$ cat src/rtl/uart_pkg.sv
// Shared UART definitions used by the receiver, transmitter and their buffers.
package uart_pkg;

  // Width of one serial character as delivered by uart_rx / taken by uart_tx.
  localparam int UART_DATA_W = 8;

  typedef logic [UART_DATA_W-1:0] uart_byte_t;

endpackage : uart_pkg

$ cat src/rtl/uart_fifo_mem.sv
// Register-array storage for the receive FIFO: one synchronous write port and
// one asynchronous read port so the head entry is available combinationally.
module uart_fifo_mem #(
  parameter  int DATA_W = 8,
  parameter  int DEPTH  = 16,
  localparam int ADDR_W = $clog2(DEPTH)
) (
  input  logic              clock,
  input  logic              we,
  input  logic [ADDR_W-1:0] waddr,
  input  logic [DATA_W-1:0] wdata,
  input  logic [ADDR_W-1:0] raddr,
  output logic [DATA_W-1:0] rdata
);

  // Contents are intentionally not reset; the pointers decide what is valid.
  logic [DATA_W-1:0] mem_reg [DEPTH];

  // Write the addressed entry when the FIFO accepts a byte.
  always_ff @(posedge clock) begin
    if (we) begin
      mem_reg[waddr] <= wdata;
    end
  end

  // Head-of-queue read is purely combinational (first-word fall-through).
  assign rdata = mem_reg[raddr];

endmodule : uart_fifo_mem

$ cat src/rtl/uart_rx_fifo.sv
// Receive-side byte buffer behind uart_rx. Every rx strobe is captured unless
// the buffer is full and nothing leaves in the same cycle; such bytes are
// dropped and a sticky overflow flag is raised, since uart_rx cannot stall.
module uart_rx_fifo
  import uart_pkg::*;
#(
  parameter  int DATA_W = UART_DATA_W,
  parameter  int DEPTH  = 16,
  localparam int ADDR_W = $clog2(DEPTH)
) (
  input  logic              clock,
  input  logic              reset,
  input  logic [DATA_W-1:0] in_data,
  input  logic              in_valid,
  output logic [DATA_W-1:0] out_data,
  output logic              out_valid,
  input  logic              out_ready,
  output logic [ADDR_W:0]   count,
  output logic              full,
  output logic              overflow,
  input  logic              clear_overflow
);

  localparam logic [ADDR_W:0] PTR_ONE = (ADDR_W+1)'(1);

  // Pointers carry one extra wrap bit so full and empty are distinguishable.
  logic [ADDR_W:0]   wr_ptr_reg, wr_ptr_next;
  logic [ADDR_W:0]   rd_ptr_reg, rd_ptr_next;
  logic [ADDR_W:0]   count_reg, count_next;
  logic              overflow_reg, overflow_next;

  logic              empty;
  logic              full_int;
  logic              push;
  logic              pop;
  logic              drop;
  logic [DATA_W-1:0] head_data;

  assign empty    = (wr_ptr_reg == rd_ptr_reg);
  assign full_int = (wr_ptr_reg[ADDR_W] != rd_ptr_reg[ADDR_W]) &&
                    (wr_ptr_reg[ADDR_W-1:0] == rd_ptr_reg[ADDR_W-1:0]);

  // No handshake is offered while reset is asserted, so a consumer never
  // believes it took a byte that reset is about to discard.
  assign out_valid = !empty && !reset;
  assign pop       = out_valid && out_ready;

  // A full buffer can still take a byte when the head leaves in the same cycle.
  assign push = !reset && in_valid && (!full_int || pop);
  assign drop = !reset && in_valid && full_int && !pop;

  uart_fifo_mem #(
    .DATA_W (DATA_W),
    .DEPTH  (DEPTH)
  ) u_mem (
    .clock (clock),
    .we    (push),
    .waddr (wr_ptr_reg[ADDR_W-1:0]),
    .wdata (in_data),
    .raddr (rd_ptr_reg[ADDR_W-1:0]),
    .rdata (head_data)
  );

  // Next-state for pointers, occupancy and the sticky overflow flag.
  always_comb begin
    wr_ptr_next   = wr_ptr_reg;
    rd_ptr_next   = rd_ptr_reg;
    count_next    = count_reg;
    overflow_next = overflow_reg;

    if (push) begin
      wr_ptr_next = wr_ptr_reg + PTR_ONE;
    end
    if (pop) begin
      rd_ptr_next = rd_ptr_reg + PTR_ONE;
    end

    case ({push, pop})
      2'b10:   count_next = count_reg + PTR_ONE;
      2'b01:   count_next = count_reg - PTR_ONE;
      default: count_next = count_reg;
    endcase

    // A drop in the same cycle as a clear request keeps the flag set.
    if (drop) begin
      overflow_next = 1'b1;
    end else if (clear_overflow) begin
      overflow_next = 1'b0;
    end
  end

  // State registers; reset discards every buffered byte.
  always_ff @(posedge clock) begin
    if (reset) begin
      wr_ptr_reg   <= '0;
      rd_ptr_reg   <= '0;
      count_reg    <= '0;
      overflow_reg <= 1'b0;
    end else begin
      wr_ptr_reg   <= wr_ptr_next;
      rd_ptr_reg   <= rd_ptr_next;
      count_reg    <= count_next;
      overflow_reg <= overflow_next;
    end
  end

  assign out_data = out_valid ? head_data : '0;
  assign count    = count_reg;
  assign full     = full_int;
  assign overflow = overflow_reg;

endmodule : uart_rx_fifo
$ cat config.mk
export PLATFORM = sky130hd
export DESIGN_NAME = uart_rx_fifo
export DESIGN_NICKNAME = d
export VERILOG_FILES = /design/src/rtl/uart_pkg.sv /design/src/rtl/uart_fifo_mem.sv /design/src/rtl/uart_rx_fifo.sv
export SDC_FILE = /design/constraint.sdc
export NUM_CORES = 1
export LEC_CHECK = 0
export ABC_AREA = 1
export ABC_CLOCK_PERIOD_IN_PS = 6100
export BUFFER_PORTS_ARGS = -buffer_cell sky130_fd_sc_hd__buf_2
export CAP_MARGIN = 30
export CORE_MARGIN = 2
export CORE_UTILIZATION = 67
export CTS_BUF_LIST = sky130_fd_sc_hd__clkbuf_4 sky130_fd_sc_hd__clkbuf_8
export DETAILED_ROUTE_END_ITERATION = 7
export PLACE_DENSITY = 0.92
export SLEW_MARGIN = 20
export SYNTH_ARGS = -nofsm -noshare
export SYNTH_HDL_FRONTEND = slang
export SYNTH_SLANG_ARGS = --single-unit
$ cat constraint.sdc
create_clock -name clock -period 6.1 [get_ports clock]
set_input_delay 0.305 -clock clock [delete_from_list [all_inputs] [get_ports clock]]
set_output_delay 0.305 -clock clock [all_outputs]
set_load 0.01 [all_outputs]
==> impl_metrics.csv, run 1 <==
group,metric,value,unit
yosys,synth_warnings,0,
floorplan,start_util,68.0,%
sta,tns,0,ns
power_and_ir_drop,leakage,2.52,nW
cts,hold_buffers,0,
detailed_routing,dr.first_iter.drc_count,504,
critical_path,path_max_fanout,65,
cts,clockRootBuffer,"clkbuf_8",
detailed_routing,wl,14100,µm
yosys,synth_cell_types,30,
power_and_ir_drop,peakVddDrop,0.156,mV
sta,fmax,0.310,GHz
cells_and_area,fill_cells,545,
yosys,synth_common_cells,"nand2_1, edfxtp_1, a21oi_1, nor2_1, dfxtp_1",
placed_design,placed_cells,654,
yosys,async_flop_share,0,%
floorplan,die_area,0.0100,mm²
cells_and_area,largest_register_ffs,128,
detailed_routing,wl_per_cell,20.5,µm
sta,period_share,52.8,%
cts,htreeDepth,4,
global_routing,grt_max_degree,66,
yosys,synth_seq_area_share,68.5,%
job,cap_violations,0,
detailed_routing,vias_per_cell,6.41,
global_routing,grt_pass1_wl,22100,µm
detailed_routing,vias,4407,
global_routing,gr-total-overflow,0,
cts,insertion_delay,0.44,ns
placed_design,hpwlAfterDp,8220,µm
detailed_routing,detail-route-antenna-nets,0,
sta,skew,0.0168,ns
placed_design,gp_congestion,0.919,
yosys,synth_largest_area_cell,"edfxtp_1",
critical_path,crit_required,5.79,ns
cells_and_area,final_nets,586,
outcome,status,"completed",
sta,maxSlewHeadroom,38.3,%
critical_path,crit_type,"reg -> out",
cells_and_area,syn_to_final_growth,9.49,%
yosys,synthCells,540,
yosys,netlist_area,0.00620,mm²
yosys,syn_avg_cell_area,11.5,µm²
critical_path,arrival,2.92,ns
sta,slew_viol_final,0,
floorplan,die_w,100,µm
sta,setup_viol,0,
cells_and_area,fin_util,74.5,%
cts,path_clk_slew,0.08,ns
cells_and_area,drive_gt1_share,14.4,%
cts,cts_max_path_buffers,2,
cts,cts_sinks,148,
yosys,ys_ff_latch,148,
critical_path,endpoint_kind,"primary output",
cells_and_area,diodes,0,
detailed_routing,drc,0,
cts,cts_tree,"yes",
sta,hold_viol,0,
placed_design,place.port_buffers,28,
cells_and_area,final_cells,688,
cells_and_area,multi_input_comb_area,0.00174,mm²
floorplan,ios,29,
yosys,synth_top_area_share,62.0,%
global_routing,antenna_found_initial,0,
sta,tightest_slew,0.922,ns
critical_path,startpoint_type,"register",
cts,cts_setup_buffers,0,
global_routing,grt_usage,29.7,%
yosys,synth_most_common_cell,"nand2_1",
floorplan,coreArea,0.00911,mm²
cts,numCtsBuffers,17,
yosys,synth_edf_count,128,
sta,rsz0062_at_grt,"no",
cts,cts_resized,0,
yosys,ys_top_cells_by_area,"edfxtp_1, nand2_1, dfxtp_1",
floorplan,fp-row-count,35,
min_path,holdCritPathClass,"in -> reg",
yosys,synth_flop_cell,"edfxtp_1",
yosys,synth_nets,562,
critical_path,reg2reg_slack,3.38,ns
sta,finalCriticalPeriod,3.22,ns
detailed_routing,firstDrtPassIters,5,
power_and_ir_drop,cellPowerDensity,302,mW/mm²
floorplan,die_h,100,µm
cells_and_area,area.sequential,0.00425,mm²
global_routing,grt_pass1_vias,4251,
## power breakdown
part	switching [mW]	internal (mW)
combinational	0.126	0.0571
sequential	0.0101	1.11
clock	0.379	0.371
## worst max-delay path, cell delays in order (launching register included)
cell,delay (ns)
dfxtp_2,0.32
buf_4,0.54
inv_2,0.35
buf_12,0.28
a21oi_1,0.22
a22oi_1,0.14
nand2_1,0.07
o311ai_0,0.18
nand2_1,0.13
nor2_1,0.05
buf_2,0.16
## layout by cell type, fill, tap and decap left out, types with 5 or more instances in the layout
cell type,n
o21ai_1,6
dfxtp_1,19
inv_1,14
edfxtp_1,128
o211ai_1,7
nand2_1,153
a21oi_1,70
o311ai_0,9
a32o_1,7
nand2_2,5
ha_1,8
clkbuf_8,17
a22oi_1,16
buf_2,28
nand3_1,8
nor2_1,36
inv_2,8
## area by class of cell
cell class,instances,area share [%]
clock inverters,14,2.25
multi-input cells,343,25.6
well taps,111,2.05
clock buffers,18,3.56
repair buffers,31,2.64
flip-flops and latches,148,62.6
inverters,23,1.31
## path summary, 6_finish.rpt
path,cells after the start,from,end
worst max-delay path,10,register,out_data[6]
worst min-delay path,2,clear_overflow,overflow
worst max register to register,18,wr_ptr_reg[2],count[4]
worst min register to register,2,overflow,overflow
## per-layer routing
| layer | part of all wire (%) | up-vias | GRT usage [%] |
|---|---|---|---|
| met2 | 51 | 281 | 49.1 |
| met1 | 36 | 2129 | 37.1 |
| met4 | 3.3 | 0 | 14.5 |
| met5 | 0 | - | 0 |
| met3 | 9.2 | 38 | 6.96 |
| li1 | - | 1959 | - |
## kinds of logic (layout without fill, tap and decap cells)
family / after synthesis / after routing / synth area share [%]
fa+ha+maj: 9 / 9 / 1.94
flops: 148 / 148 / 68.5
simple gates: 209 / 209 / 13.6
compound gates: 119 / 119 / 11.6
buf+inv: 49 / 86 / 3.45
xor+xnor: 6 / 6 / 0.848
## per-stage QoR
stage          worst slack [ns]  hold WS [ns]  power, mW  instance area (µm²)
2_1_floorplan              3.95         0.374       1.26                 6200
3_3_place_gp               3.15         0.453       1.30                 6360
3_5_place_dp               3.13         0.497       1.31                 6360
4_1_cts                    2.58        0.0598       2.05                 6750
5_1_grt                    2.73        0.0687       2.11                 6790
6_report                   2.88        0.0717       2.05                 6790
(Power assumes the default switching activity.)
==> run 2, diff against run 1 <==
--- a/config.mk
+++ b/config.mk
@@ -5,15 +5,15 @@
 export SDC_FILE = /design/constraint.sdc
 export NUM_CORES = 1
 export LEC_CHECK = 0
-export ABC_AREA = 1
-export ABC_CLOCK_PERIOD_IN_PS = 6100
+export ABC_AREA = 0
+export ABC_CLOCK_PERIOD_IN_PS = 3130
 export BUFFER_PORTS_ARGS = -buffer_cell sky130_fd_sc_hd__buf_2
 export CAP_MARGIN = 30
 export CORE_MARGIN = 2
-export CORE_UTILIZATION = 67
+export CORE_UTILIZATION = 63
 export CTS_BUF_LIST = sky130_fd_sc_hd__clkbuf_4 sky130_fd_sc_hd__clkbuf_8
 export DETAILED_ROUTE_END_ITERATION = 7
-export PLACE_DENSITY = 0.92
+export PLACE_DENSITY = 0.88
 export SLEW_MARGIN = 20
 export SYNTH_ARGS = -nofsm -noshare
 export SYNTH_HDL_FRONTEND = slang
==> constraint.sdc (replaced) <==
create_clock -name clock -period 3.13 [get_ports clock]
set_input_delay 0.1565 -clock clock [delete_from_list [all_inputs] [get_ports clock]]
set_output_delay 0.1565 -clock clock [all_outputs]
set_load 0.01 [all_outputs]
==> run 2 against run 1 <==
Net effect: utilization fell by 0.49 points; synthesized cell count is 41% lower; largest cell class unchanged; clock-buffer cell count fell by 1; first-iteration DRC count decreased by 32%; non-clock buffer count is 19 higher; largest power group unchanged.
==> impl_metrics.csv, run 2 <==
group,metric,value,unit
min_path,holdCritPathClass,"in -> reg",
min_path,holdPathStages,3,
global_routing,grt.busiest_layer,"met2",
cts,clockRootBuffer,"clkbuf_8",
yosys,syn_avg_cell_area,18.9,µm²
yosys,synth_most_common_cell,"edfxtp_1",
sta,maxSlewHeadroom,61.0,%
power_and_ir_drop,cellPowerDensity,586,mW/mm²
cells_and_area,final_nets,395,
placed_design,dpl_cell_area,0.00641,mm²
yosys,synth_seq_area_share,70.7,%
global_routing,grt_max_degree,33,
critical_path,arrival,3.04,ns
sta,setup_viol,0,
detailed_routing,detail-route-antenna-nets,0,
global_routing,grtUsageMet2,39.1,%
detailed_routing,vias,3173,
yosys,ys_top_cells_by_area,"edfxtp_1, mux4_2, dfxtp_1",
floorplan,ios,29,
cts,numCtsBuffers,17,
global_routing,grt_pass1_wl,17900,µm
yosys,synthCells,317,
sta,worst_hold_slack,0.0999,ns
cts,cts_max_path_buffers,2,
critical_path,endpoint_kind,"register",
critical_path,setup.worst_path.start,"wr_ptr_reg[2]",
detailed_routing,wl_per_cell,22.7,µm
sta,tns,0,ns
sta,finalCriticalPeriod,2.68,ns
cells_and_area,layout_common_cells,"edfxtp_1, mux4_2, buf_2",
cells_and_area,drive_gt1_share,32.1,%
yosys,synth_flop_cell,"edfxtp_1",
cells_and_area,fin_util,74.0,%
placed_design,dp_slack,0.496,ns
placed_design,place.port_buffers,28,
critical_path,crit_required,3.49,ns
power_and_ir_drop,leakage,2.33,nW
yosys,synth_xor_area_share,2.19,%
cells_and_area,fill_cells,491,
yosys,synth_cell_types,35,
yosys,yosys.area_share.adder,2.00,%
power_and_ir_drop,peakVddDrop,0.330,mV
placed_design,hpwlAfterDp,7490,µm
yosys,synth-compound-area-share,2.44,%
floorplan,die_w,102,µm
outcome,status,"completed",
sta,slew_viol_final,0,
min_path,hold_start,"in_valid",
yosys,synth_top_area_share,64.0,%
cells_and_area,multi_input_comb_area,0.00167,mm²
critical_path,r2r_cells,9,
cells_and_area,final_common_cell,"edfxtp_1",
global_routing,grt_usage,24.8,%
floorplan,fp-row-count,35,
cells_and_area,largest_register_ffs,128,
cts,path_clk_slew,0.09,ns
critical_path,path_cells,"xor2_1 > nor4_4 > a21oi_1 > nor2b_1 > ha_1 > and3_1 > o21ai_0 > a2bb2oi_1 > mux2i_1",
yosys,synthMuxAreaShare,16.0,%
critical_path,critPathMaxStageDelay,0.60,ns
yosys,synth_edf_count,128,
floorplan,die_h,102,µm
global_routing,use_met3,5.87,%
sta,rsz0062_at_grt,"no",
yosys,synth_nets,339,
placed_design,gp_congestion,0.880,
sta,period_share,85.8,%
sta,tightest_slew,0.584,ns
global_routing,use_met1,34.3,%
cts,cts_sinks,148,
yosys,synth_largest_area_cell,"edfxtp_1",
cts,insertion_delay,0.43,ns
cts,htreeDepth,4,
cells_and_area,area.sequential,0.00425,mm²
yosys,yosys.area_share.simple,5.14,%
cells_and_area,design_area,0.00684,mm²
floorplan,coreArea,0.00924,mm²
yosys,ys_ff_latch,148,
cells_and_area,syn_to_final_growth,13.8,%
yosys,synth_warnings,0,
job,cap_violations,0,
detailed_routing,wl,11700,µm
sta,fmax,0.372,GHz
global_routing,antenna_found_initial,2,
detailed_routing,dr.first_iter.drc_count,341,
power_and_ir_drop,p_total,4.00,mW
yosys,async_flop_share,0,%
critical_path,slowest_stage,"dfxtp_1",
critical_path,path_max_fanout,12,
detailed_routing,vias_per_cell,6.14,
global_routing,gr-total-overflow,0,
floorplan,die_area,0.0103,mm²
critical_path,crit_type,"reg -> reg",
sta,setup_ws,0.445,ns
detailed_routing,firstDrtPassIters,5,
yosys,synth_common_cells,"edfxtp_1, mux4_2, nor2_1, dfxtp_1, nor2b_1",
critical_path,startpoint_type,"register",
yosys,netlist_area,0.00601,mm²
cells_and_area,final_cells,517,
critical_path,reg2reg_from,"wr_ptr_reg[2]",
sta,skew,0.0158,ns
yosys,synth_top_family_by_area,"multiplexers",
sta,hold_viol,0,
floorplan,start_util,65.0,%
global_routing,grt_pass1_vias,3173,
cts,cts_tree,"yes",
placed_design,placed_cells,482,
detailed_routing,drc,0,
## run 2: worst paths after layout
| path | to | slack (ns) |
|---|---|---|
| setup reg to reg | count[4] | 0.45 |
| hold / removal | overflow | 0.1 |
| setup / recovery | count[4] | 0.45 |
| hold reg to reg | count[4] | 0.47 |
## run 2: final cells by class
| cell class | instances | share of cell area, % |
|---|---|---|
| flip-flops and latches | 148 | 62.1 |
| clock buffers | 17 | 3.42 |
| well taps | 129 | 2.36 |
| multi-input cells | 150 | 24.4 |
| clock inverters | 15 | 2.65 |
| diodes | 2 | 0.0732 |
| inverters | 6 | 0.329 |
| repair buffers | 50 | 4.68 |
## run 2: logic make-up after synthesis
group	count (synthesis)
simple gates	61
mux	46
xor+xnor	15
flops	148
compound gates	19
fa+ha+maj	9
buf+inv	19
## run 2: metal layers
metal,vias to the layer above,part of all wire (%)
met5,-,0
met4,0,1.8
met3,22,9.1
met2,177,50
met1,1603,39
li1,1371,-
## run 2: worst max-delay path, delay by kind of cell, from the launching register on
kind	cells	cell delay, ns
AO/OA/AOI/OAI	3	0.56
XOR/XNOR	1	0.34
adder cells (fa/ha/maj)	1	0.34
flip-flops	1	0.60
multiplexers	1	0.19
AND/OR/NAND/NOR	3	0.61
## run 2: repair_timing
item	CTS	global route
hold buffers	1	0
setup endpoints to repair	0	0
hold endpoints to repair	1	0
resized for setup	0	0
setup buffers	0	0
## run 2: where the power goes
part	total, mW	switching, mW	internal [mW]
combinational	0.298	0.154	0.143
sequential	2.18	0.0204	2.16
clock	1.52	0.730	0.795
total	4.00	0.904	3.10
==> run 3, diff against run 2 <==
--- a/config.mk
+++ b/config.mk
@@ -17,4 +17,5 @@
 export SLEW_MARGIN = 20
 export SYNTH_ARGS = -nofsm -noshare
 export SYNTH_HDL_FRONTEND = slang
+export SYNTH_HIERARCHICAL = 1
 export SYNTH_SLANG_ARGS = --single-unit
==> run 3 against run 2 <==
Net effect: cell count increased by 2.3%; synthesized cell count is 4.1% higher; die area decreased by 0.35%; first-iteration DRC count is 32% higher; clock power shrank 6%; power up 4.4%; sequential power is essentially flat; clock-buffer cell count unchanged; critical path depth stayed put; register-to-register slack lost 0.17 ns; worst setup slack worse by 0.17 ns.
==> impl_metrics.csv, run 3 <==
group,metric,value,unit
job,cap_violations,0,
placed_design,hpwlAfterDp,7520,µm
critical_path,path_max_fanout,9,
yosys,ys_ff_latch,144,
cells_and_area,multi_input_comb_area,0.00171,mm²
yosys,synth_seq_area_share,69.6,%
cells_and_area,drive_gt1_share,27.5,%
cells_and_area,diodes,0,
floorplan,die_w,101,µm
yosys,synthMuxAreaShare,14.7,%
power_and_ir_drop,switching_share,25.2,%
global_routing,antenna_found_initial,0,
global_routing,grt_usage,24.8,%
yosys,synth_common_cells,"edfxtp_1, nor2_1, mux4_2, a22oi_1, dfxtp_1",
cells_and_area,layout_common_cells,"edfxtp_1, buf_2, nor2_1, buf_4, mux4_2",
yosys,yosys.area_share.simple,6.96,%
yosys,synth_top_family_by_area,"multiplexers",
cts,clockRootBuffer,"clkbuf_8",
sta,tns,0,ns
power_and_ir_drop,p_int,3.13,mW
cts,cts_sinks,144,
sta,skew,0.0160,ns
yosys,synth_nets,349,
yosys,synth-compound-area-share,4.04,%
cells_and_area,area.sequential,0.00417,mm²
cts,cts_resized,0,
yosys,synth_most_common_cell,"edfxtp_1",
power_and_ir_drop,power.share.clock,34.3,%
yosys,synth_largest_area_cell,"edfxtp_1",
cells_and_area,final_nets,406,
cells_and_area,largest_register_ffs,128,
sta,slew_viol_final,0,
cts,cts_setup_buffers,0,
sta,hold_viol,0,
yosys,async_flop_share,0,%
detailed_routing,wl_per_cell,22.6,µm
critical_path,reg2reg_from,"rd_ptr_reg[2]",
global_routing,gr-total-overflow,0,
detailed_routing,vias,3298,
critical_path,crit_type,"reg -> reg",
critical_path,endpoint_kind,"register",
placed_design,gp_congestion,0.742,
power_and_ir_drop,peakVddDrop,0.320,mV
global_routing,grt_pass1_vias,3273,
power_and_ir_drop,combinationalPowerShare,14.3,%
cts,hold_buffers,0,
detailed_routing,wl,12000,µm
sta,period_share,91.1,%
yosys,synthCells,330,
yosys,synth_edf_count,128,
power_and_ir_drop,power_frac_seq,51.4,%
global_routing,grt_max_degree,37,
detailed_routing,drc,0,
min_path,holdCritPathClass,"in -> reg",
yosys,synth_top_area_share,64.2,%
cells_and_area,syn_to_final_growth,13.0,%
sta,maxSlewHeadroom,45.8,%
yosys,syn_avg_cell_area,18.1,µm²
floorplan,die_h,101,µm
cts,htreeDepth,4,
detailed_routing,vias_per_cell,6.23,
global_routing,grt_pass1_wl,18000,µm
critical_path,arrival,3.18,ns
floorplan,fp-row-count,35,
yosys,yosys.area_share.adder,1.38,%
floorplan,start_util,64.8,%
yosys,synth_xor_area_share,1.46,%
sta,tightest_slew,0.811,ns
floorplan,ios,29,
yosys,synth_warnings,6,
min_path,hold_start,"clear_overflow",
sta,rsz0062_at_grt,"no",
yosys,synth_cell_types,43,
yosys,synth_flop_cell,"edfxtp_1",
placed_design,place.port_buffers,28,
detailed_routing,firstDrtPassIters,5,
yosys,ys_top_cells_by_area,"edfxtp_1, mux4_2, mux4_1",
floorplan,coreArea,0.00924,mm²
critical_path,setup.worst_path.start,"rd_ptr_reg[2]",
cts,insertion_delay,0.44,ns
cells_and_area,final_common_cell,"edfxtp_1",
sta,fmax,0.351,GHz
yosys,netlist_area,0.00598,mm²
critical_path,startpoint_type,"register",
cells_and_area,fill_cells,523,
detailed_routing,detail-route-antenna-nets,0,
power_and_ir_drop,cellPowerDensity,618,mW/mm²
cts,cts_tree,"yes",
outcome,status,"completed",
sta,setup_viol,0,
critical_path,crit_required,3.46,ns
detailed_routing,dr.first_iter.drc_count,449,
floorplan,die_area,0.0103,mm²
power_and_ir_drop,p_sw,1.05,mW
cts,numCtsBuffers,17,
power_and_ir_drop,leakage,2.37,nW
power_and_ir_drop,p_total,4.18,mW
sta,finalCriticalPeriod,2.85,ns
cts,path_clk_slew,0.09,ns
cts,cts_max_path_buffers,2,
[run 3: changes by cell type after synthesis, moves of 4 or more]
cell     change
dfxtp_1      -4
mux4_2      -22
buf_1        -4
and2_1       +8
xnor2_1      -5
nand2_1      +5
mux4_1      +14
a22oi_1     +16
[run 3: layer usage]
metal  part of all wire, %  vias to the layer above  track usage (%)
met1                    39                     1666             32.9
met3                   8.3                       25             6.76
met4                   1.9                        0             8.63
met5                     0                        -                0
li1                      -                     1437                -
met2                    51                      170             40.3
[run 3: final timing paths]
path               to  slack [ns]  depth (start not counted)
max          count[4]        0.28                          9
min          overflow        0.04                          4
max reg2reg  count[4]        0.28                          9
min reg2reg  overflow        0.52                          2
[run 3: critical path, stage by stage, from the launching register on]
cell	delay, ns
dfxtp_1	0.54
xor2_1	0.29
nor4_4	0.06
a21oi_1	0.21
nor3b_2	0.40
ha_1	0.35
a21o_1	0.17
a21oi_1	0.18
mux2i_1	0.22
mux2_1	0.34
[run 3: kinds of logic after synthesis]
group,count (synthesis)
DFF,144
muxes,42
xor gates and xnor gates,10
adders and majority gates,6
buffers and inverters,17
and+or+nand+nor,79
AOI/OAI and AO/OA,32
[run 3: power groups by stage]
stage | registers [mW] | logic, mW | clock network, mW
finish | 2.15 | 0.597 | 1.43
global route | 2.15 | 0.647 | 1.53
CTS | 2.15 | 0.599 | 1.45
detailed placement | 2.19 | 0.590 | 0
global placement | 2.19 | 0.573 | 0
floorplan | 2.20 | 0.419 | 0
[run 3: layout make-up]
class | count | area share [%]
repair buffers | 52 | 4.74
clock inverters | 15 | 2.30
flip-flops and latches | 144 | 61.6
multi-input cells | 169 | 25.3
clock buffers | 17 | 3.46
inverters | 3 | 0.167
well taps | 129 | 2.39
[run 3: through the flow]
stage	utilization [%]	setup WS [ns]	std cells	instance area (µm²)	hold WS (ns)
after CTS	73.1	0.0745	529	6760	0.0250
after floorplan	-	0.107	330	5980	0.255
after detailed placement	68.9	0.183	497	6370	0.476
final	73.2	0.278	529	6760	0.0394
after global placement	68.9	0.365	497	6370	0.444
after global routing	73.2	0.160	529	6760	0.0577
